==> config.mk <==
export PLATFORM = sky130hd
export DESIGN_NAME = instr_fetch_unit
export DESIGN_NICKNAME = d
export VERILOG_FILES = /design/src/rtl/fetch_pkg.sv /design/src/rtl/fetch_queue.sv /design/src/rtl/instr_fetch_unit.sv
export SDC_FILE = /design/constraint.sdc
export NUM_CORES = 1
export LEC_CHECK = 0
export ABC_AREA = 1
export BUFFER_PORTS_ARGS = -buffer_cell sky130_fd_sc_hd__buf_2
export CORE_MARGIN = 8
export CORE_UTILIZATION = 41
export CTS_CLUSTER_SIZE = 12
export DETAILED_ROUTE_END_ITERATION = 10
export REMOVE_ABC_BUFFERS = 1
export SYNTH_ARGS = -nofsm -noshare
export SYNTH_HDL_FRONTEND = slang
export SYNTH_SLANG_ARGS = --single-unit
==> constraint.sdc <==
create_clock -name clk -period 20.2 [get_ports clk]
set_clock_uncertainty 0.05 [all_clocks]
set_input_delay 4.04 -clock clk [delete_from_list [all_inputs] [get_ports clk]]
set_output_delay 4.04 -clock clk [all_outputs]
set_load 0.1 [all_outputs]
==> src/rtl/fetch_pkg.sv <==
// Shared types and constants for the instruction fetch stage.
package fetch_pkg;

    localparam int unsigned XLEN        = 32;
    localparam int unsigned INSTR_BYTES = 4;

    typedef struct packed {
        logic [XLEN-1:0] pc;
        logic [XLEN-1:0] instr;
    } fetch_entry_t;

    typedef enum logic [0:0] {
        FETCH,
        TRAP
    } fetch_state_t;

    function automatic logic is_misaligned(input logic [XLEN-1:0] addr);
        return addr[1:0] != 2'b00;
    endfunction

endpackage

==> src/rtl/fetch_queue.sv <==
// Small FIFO of {pc, instr} entries; flush clears it, simultaneous push/pop when full is allowed.
module fetch_queue
    import fetch_pkg::*;
#(
    parameter int unsigned DEPTH = 2
) (
    input  logic         clk,
    input  logic         reset,
    input  logic         i_push,
    input  fetch_entry_t i_entry,
    input  logic         i_pop,
    input  logic         i_flush,
    output logic         o_full,
    output logic         o_empty,
    output fetch_entry_t o_head
);

    localparam int unsigned PTR_W = $clog2(DEPTH);
    localparam int unsigned CNT_W = PTR_W + 1;

    logic [PTR_W-1:0] r_wr_ptr;
    logic [PTR_W-1:0] r_rd_ptr;
    logic [CNT_W-1:0] r_count;
    fetch_entry_t     r_mem [DEPTH];

    logic w_do_pop;
    logic w_do_push;

    assign o_empty   = (r_count == '0);
    assign o_full    = (r_count == CNT_W'(DEPTH));
    assign o_head    = r_mem[r_rd_ptr];
    assign w_do_pop  = i_pop && !o_empty;
    assign w_do_push = i_push && (!o_full || w_do_pop);

    always_ff @(posedge clk or posedge reset) begin
        if (reset) begin
            r_wr_ptr <= '0;
            r_rd_ptr <= '0;
            r_count  <= '0;
            for (int i = 0; i < int'(DEPTH); i++) begin
                r_mem[i] <= '0;
            end
        end else if (i_flush) begin
            r_wr_ptr <= '0;
            r_rd_ptr <= '0;
            r_count  <= '0;
        end else begin
            if (w_do_push) begin
                r_mem[r_wr_ptr] <= i_entry;
                r_wr_ptr        <= r_wr_ptr + PTR_W'(1);
            end
            if (w_do_pop) begin
                r_rd_ptr <= r_rd_ptr + PTR_W'(1);
            end
            case ({w_do_push, w_do_pop})
                2'b10:   r_count <= r_count + CNT_W'(1);
                2'b01:   r_count <= r_count - CNT_W'(1);
                default: r_count <= r_count;
            endcase
        end
    end

endmodule

==> src/rtl/instr_fetch_unit.sv <==
// Fetch stage: owns the PC, reads imem, queues {pc, instr} for decode.
// Optional FETCH_PERF_CNT_EN adds push/redirect performance counters.
module instr_fetch_unit
    import fetch_pkg::*;
#(
    parameter logic [31:0] RESET_PC = 32'h0000_0000,
    parameter int unsigned FQ_DEPTH = 2
) (
    input  logic        clk,
    input  logic        reset,
    output logic [31:0] o_imem_addr,
    input  logic [31:0] i_imem_rdata,
    input  logic        i_stall,
    input  logic        i_redirect_valid,
    input  logic [31:0] i_redirect_target,
    output logic        o_if_valid,
    input  logic        i_if_ready,
    output logic [31:0] o_if_pc,
    output logic [31:0] o_if_instr,
    output logic        o_misalign_err
`ifdef FETCH_PERF_CNT_EN
    ,
    output logic [31:0] o_perf_fetch_cnt,
    output logic [31:0] o_perf_flush_cnt
`endif
);

    fetch_state_t    r_state;
    fetch_state_t    w_state_next;
    logic [XLEN-1:0] r_pc;
    logic [XLEN-1:0] w_pc_next;
    logic            r_misalign_err;
    logic            w_err_next;
    fetch_entry_t    r_last_head;

    logic            w_push;
    logic            w_pop;
    logic            w_flush;
    logic            w_full;
    logic            w_empty;
    fetch_entry_t    w_head;
    fetch_entry_t    w_entry;

    assign w_entry = '{pc: r_pc, instr: i_imem_rdata};
    assign w_pop   = !w_empty && i_if_ready;

    fetch_queue #(
        .DEPTH (FQ_DEPTH)
    ) u_fetch_queue (
        .clk     (clk),
        .reset   (reset),
        .i_push  (w_push),
        .i_entry (w_entry),
        .i_pop   (w_pop),
        .i_flush (w_flush),
        .o_full  (w_full),
        .o_empty (w_empty),
        .o_head  (w_head)
    );

    always_comb begin
        w_state_next = r_state;
        w_pc_next    = r_pc;
        w_err_next   = r_misalign_err;
        w_push       = 1'b0;
        w_flush      = 1'b0;
        unique case (r_state)
            FETCH: begin
                if (i_redirect_valid) begin
                    w_pc_next = i_redirect_target;
                    w_flush   = 1'b1;
                    if (is_misaligned(i_redirect_target)) begin
                        w_err_next   = 1'b1;
                        w_state_next = TRAP;
                    end
                end else if (!i_stall && (!w_full || w_pop)) begin
                    w_push    = 1'b1;
                    w_pc_next = r_pc + XLEN'(INSTR_BYTES);
                end
            end
            TRAP: begin
                if (i_redirect_valid) begin
                    w_pc_next = i_redirect_target;
                    w_flush   = 1'b1;
                    if (!is_misaligned(i_redirect_target)) begin
                        w_err_next   = 1'b0;
                        w_state_next = FETCH;
                    end
                end
            end
            default: w_state_next = FETCH;
        endcase
    end

    always_ff @(posedge clk or posedge reset) begin
        if (reset) begin
            r_state        <= FETCH;
            r_pc           <= RESET_PC;
            r_misalign_err <= 1'b0;
            r_last_head    <= '0;
        end else begin
            r_state        <= w_state_next;
            r_pc           <= w_pc_next;
            r_misalign_err <= w_err_next;
            // Remember the visible head so outputs hold once the queue drains.
            if (!w_empty) begin
                r_last_head <= w_head;
            end
        end
    end

    assign o_imem_addr    = r_pc;
    assign o_if_valid     = !w_empty;
    assign o_if_pc        = w_empty ? r_last_head.pc : w_head.pc;
    assign o_if_instr     = w_empty ? r_last_head.instr : w_head.instr;
    assign o_misalign_err = r_misalign_err;

`ifdef FETCH_PERF_CNT_EN
    logic [31:0] r_perf_fetch_cnt;
    logic [31:0] r_perf_flush_cnt;

    always_ff @(posedge clk or posedge reset) begin
        if (reset) begin
            r_perf_fetch_cnt <= '0;
            r_perf_flush_cnt <= '0;
        end else begin
            if (w_push) begin
                r_perf_fetch_cnt <= r_perf_fetch_cnt + 32'd1;
            end
            if (i_redirect_valid) begin
                r_perf_flush_cnt <= r_perf_flush_cnt + 32'd1;
            end
        end
    end

    assign o_perf_fetch_cnt = r_perf_fetch_cnt;
    assign o_perf_flush_cnt = r_perf_flush_cnt;
`endif

endmodule

After elaboration in Yosys (flattened, before gate mapping)
Index checks and enable logic that the tools add are counted.

Add/subtract/negate cells: 5. Order comparisons: 3. Equal/unequal tests: 8. Mux-type cells: 31. Bitwise gates (word level): 4. Reductions and logical operators: 18.

Operators by type and width (count): 2-to-1 mux 64 bit (4); 2-to-1 mux 32 bit (5); bitwise mux 128 bit (1); demux 64 bit (select 1 bit) (1); one-hot mux 32 bit (2 select lines) (1); adder 32 x 3 -> 32 bit, second input constant (1); 2-to-1 mux 1 bit (15); inequality test 2 bit, second input constant (4); nonzero test 2 bit (3); logical AND 1 bit (5); equality test 2 bit, second input constant (2); greater-or-equal comparator 2 bit, second input constant (2); inverter 1 -> 2 bit (2); one-hot mux 1 bit (2 select lines) (2); one-hot mux 2 bit (2 select lines) (1); AND reduction 2 bit (2); AND reduction 4 bit (1); zero test 1 bit (3); inequality test 3 bit, second input constant (1); nonzero test 3 bit (1); adder 1 bit, second input constant (2); adder 2 x 1 -> 2 bit, second input constant (1); equality test 2 x 1 -> 1 bit, second input constant (1); zero test 2 bit (1); other kinds (5) (7).

Register bits after elaboration: 230. Input bits: 69. Output and inout bits: 98.

Depth between registers and ports, before layout
Word-level depth: 12. Gate-level depth with buffers: 10. Gate-level depth less buffers: 10.

Modules after synthesis
Synthesis repeated with hierarchy kept, for this count alone.

Cells, all modules: 1400. Area total of the unflattened synthesis: 11200.7 µm².

By module, submodules not included: fetch_queue (instances 1, cells an instance 721, area an instance 6314.8 µm²); instr_fetch_unit (instances 1, cells an instance 679, area an instance 4885.9 µm²).

Least setup slack after synthesis
No wires, ideal clock.

Path type: register -> output. Start point: register u_fetch_queue.r_count[0]. End point: output o_if_instr[0]. Arrival time: 3.131 ns. Setup slack: 12.979 ns. Stages on the path, launching flop included: 6. Cell sequence: dfrtp_1 -> nor2_1 -> inv_1 -> clkbuf_1 -> nor2_1 -> a21oi_1.

Cells in the longest elaborated chain, start to end: 2.

RTL lines: start, declared (line fetch_queue.sv:23) `logic [CNT_W-1:0] r_count;`; start signal, assigned (line fetch_queue.sv:56) `2'b10: r_count <= r_count + CNT_W'(1);`; start signal, assigned (line fetch_queue.sv:57) `2'b01: r_count <= r_count - CNT_W'(1);`; start signal, assigned (line fetch_queue.sv:58) `default: r_count <= r_count;`; zero test 2 bit (line fetch_queue.sv:29) `assign o_empty = (r_count == '0);`; 2-to-1 mux 32 bit (line instr_fetch_unit.sv:115) `assign o_if_instr = w_empty ? r_last_head.instr : w_head.instr;`; end, declared (line instr_fetch_unit.sv:19) `output logic [31:0] o_if_instr,`.

Every way passes these cells.

Worst setup path after layout
Start point: register u_fetch_queue.r_count[1]. End point: output o_if_pc[17].

Cells in the longest elaborated chain, start to end: 2.

RTL lines: zero test 2 bit (line fetch_queue.sv:29); 2-to-1 mux 32 bit (line instr_fetch_unit.sv:114) `assign o_if_pc = w_empty ? r_last_head.pc : w_head.pc;`; end, declared (line instr_fetch_unit.sv:18) `output logic [31:0] o_if_pc,`.

Every way passes these cells.

==> metrics.md <==
| Metric | Value |
|---|---|
| Sw Ratio | `52.66%` |
| Largest stage delay, worst path | `520 ps` |
| Synth Area in Compound Gates | `16.70%` |
| Synth area leaders | `dfrtp_1 (56%), nand2_1 (12%), a21oi_1 (6.6%), nor2_1 (5.4%), o21ai_0 (4.7%)` |
| Htree depth | `1` |
| # DRC | `0` |
| DIE AREA | `slightly above 0.03 mm^2` |
| Hpwl dp | `approximately 18 mm` |
| Largest area contributor in the netlist | `dfrtp_1` |
| Pwr per Cell Area | `~190 mW/mm^2` |
| Synth Area in Adders | `0.2443%` |
| Filler cell count | `2441` |
| Synth Area in XOR/XNOR | `0.3420%` |
| Core outline area | `0.02489 mm^2` |
| Vias | `~8600` |
| Largest family of logic cells by synthesized area | `simple AND/OR/NAND/NOR gates` |
| CP required | `16110 ps` |
| Asr flop ratio synth | `100.0%` |
| Die height | `174.1 um` |
| Worst Path Buf+Inv | `4` |
| Commonest cells in the netlist | `nand2_1 (332), dfrtp_1 (230), nor2_1 (148)` |
| Largest net degree at the start of global routing | `100` |
| Die W | `~170 um` |
| Final wirelength | `about 28 mm` |
| Final Slew Violations | `0` |
| Worst skew pair latency | `530 ps` |
| Crit end category | `primary output` |
| Vias per cell | `5.001` |
| Hold Buf Count CTS | `0` |
| Final period util | `36.57%` |
| Synthesis-stage register bit count | `230` |
| Setup-failing EPs final | `0` |
| GRT overflow | `0` |
| CTS buffer count | `27` |
| CTS clk-pin slew, worst paths | `60 ps` |
| Layout Nets | `1435` |
| WP data arrival | `3300 ps` |
| WS Path Type | `flip-flop to primary output` |
| Layout cells sized above 1 | `between 10% and 20%` |
| Yosys top cell area share | `56.19%` |
| Max FO, Critical Path | `66` |
| Number of synthesized flops with an enable pin | `0` |
| Clock root buffer | `clkbuf_16` |
| Synthesis-to-finish area growth | `18.64%` |
| Vias in the first global route | `between 8000 and 9000` |
| Switch Pwr | `0.001213 W` |
| Simple-gate share of the synthesized area | `20.26%` |
| Cell leakage power | `5.907 nW` |
| Worst-Margin Slew | `1249 ps` |
| Post-synthesis instance area | `0.01024 mm^2` |
| Setup bufs post-CTS | `0` |
| Post-route setup TNS | `0 ps` |
| Worst setup SP type | `flip-flop` |
| Tightest Hold Check Type | `flip-flop to flip-flop` |
| CP top delay family | `buffers and inverters` |
| # IOs | `roughly 170` |
| Routed length per placed instance | `16.38 um` |
| Inserted Diodes | `0` |
| Sequential share of power | `30.0%` |
| Crit path time final | `7387 ps` |
| Pre-CTS setup slack | `13340 ps` |
| Slew margin rel. | `16.52%` |
| Critical-path cell list | `nor2_4, buf_4, inv_2, buf_4, nor2_1, a21oi_1, buf_2` |
| Ys Warns | `0` |
| Post-cts sizing count | `0` |
| First-pass GRT wire length | `46.37 mm` |
| Rows | `58` |
| Antenna-violating nets left | `0` |
| Distinct cells, synth | `27` |
| Status | `complete, no violations` |
| Worst Slack Setup Final | `12810 ps` |
| Mapped Cells | `between 1000 and 1500` |
| Clock network fraction of total power | `20.6%` |
| Crit-path most repeated cell | `buf_4` |
| Port bufs | `166` |
| Syn avg cell area | `about 8.4 um^2` |
| Clk buf depth | `3` |
| Logic pwr share | `49.4%` |
| Max IR drop VDD | `0.1602 mV` |
| DR iter-0 viols | `between 600 and 700` |
| Slowest cell on crit path | `buf_4` |
| Most frequent cell after synthesis | `nand2_1` |
| Initial antenna violation count | `0` |
| All-Layer GR Usage | `18.44%` |
| CTS Sinks | `230` |
| Most used DFF post-synth | `dfrtp_1` |
| # Max-Cap Violations | `0` |
| Int Pwr | `0.001091 W` |
| Fmax achieved | `135.4 MHz` |
| TritonCTS clock tree | `built` |
| RSZ-0062 raised after global routing | `false` |
| Sequential share of the synthesized area | `roughly 56%` |
| Final Wtd Congestion | `0.8281` |
| First-pass DRT Iterations | `5` |
| Initial core utilization | `41.15%` |
| Multiplexer area fraction after synthesis | `0%` |
| Final hold viol count | `0` |
[final timing paths]
check | startpoint | to | slack, ps | cells after the start
max in group asynchronous | reset | u_fetch_queue.r_rd_ptr$_DFFE_PP0P_ | 14200 | 4
worst min register to register | u_fetch_queue.r_mem[69]$_DFFE_PP0P_ | u_fetch_queue.r_mem[69]$_DFFE_PP0P_ | 430 | 2
worst min-delay path | u_fetch_queue.r_mem[69]$_DFFE_PP0P_ | u_fetch_queue.r_mem[69]$_DFFE_PP0P_ | 430 | 2
worst max-delay path | u_fetch_queue.r_count[1]$_DFFE_PP0P_ | o_if_pc[17] | 12810 | 7
worst max register to register | u_fetch_queue.r_count[0]$_DFFE_PP0P_ | u_fetch_queue.r_mem[6]$_DFFE_PP0P_ | 17170 | 8
min in group asynchronous | reset | r_last_head[51]$_DFFE_PP0N_ | 3600 | 2
[sequential cells by signal, summed over array words and instances, names as in the netlist, named ones only]
name / cells
o_imem_addr: 32
r_last_head: 64
o_misalign_err: 1
u_fetch_queue.r_rd_ptr: 1
u_fetch_queue.r_count: 2
u_fetch_queue.r_mem: 128
u_fetch_queue.r_wr_ptr: 1
[routing by layer]
metal / global-route usage (%) / up-vias / routed length, um
met5: 0 / - / 0
met4: 3.954 / 0 / 504
met3: 3.558 / 42 / 1503
met2: 29.92 / 202 / 12920
met1: 25.31 / 4080 / 13080
li1: - / 4227 / -
[through the flow]
stage	instance area (um^2)	utilization [%]	hold slack, ps	total power, W	instances
2_1_floorplan	9928	-	403.4	0.001665	1159
3_3_place_gp	11280	45.33	416.4	0.001831	1665
3_5_place_dp	11280	45.33	422.7	0.001843	1665
4_1_cts	12150	48.82	437.5	0.002328	1710
5_1_grt	12150	48.82	450.2	0.002423	1710
6_report	12150	48.82	434.3	0.002304	1710
[cell usage in the layout, fill, tap and decap left out, types with 3 or more instances in the layout]
cell / instances
dfrtp_1: 229
clkbuf_8: 9
o21ai_0: 96
nor2_2: 4
clkbuf_1: 6
buf_4: 10
inv_2: 3
a22oi_1: 3
buf_2: 166
o21a_1: 63
nor2_4: 3
nand2_1: 332
a21oi_1: 135
inv_1: 83
clkbuf_16: 27
nor2_1: 146
nand3_1: 35
xor2_1: 4
o22ai_1: 7
[tightest hold or removal path: stages, from the launching register on]
cell and delay (ps):
dfrtp_1 340, nand2_1 50, o21ai_0 60
[logic make-up after synthesis]
kind of cell / count (synthesis)
and+or+nand+nor: 530
DFF: 230
xor gates and xnor gates: 4
AOI/OAI and AO/OA: 306
adders and majority gates: 2
buffers and inverters: 154
[power groups by stage]
stage / logic (W) / registers [W] / clock network, W
floorplan: 0.000911 / 0.000754 / 0
global placement: 0.00114 / 0.000695 / 0
detailed placement: 0.00115 / 0.000698 / 0
CTS: 0.00115 / 0.000691 / 0.000488
global route: 0.00121 / 0.000710 / 0.000505
finish: 0.00114 / 0.000692 / 0.000475
[area by class of cell]
class                      count  area, um^2  share of cell area [%]
sequential                   230        5757                   47.37
multi-input combinational    842        3874                   31.87
timing repair buffer         176       905.9                   7.454
clock buffer                  42       822.0                   6.764
tap                          330       412.9                   3.398
inverter                      87       334.1                   2.749
clock inverter                 3       47.55                  0.3912
(Power assumes the default switching activity.)
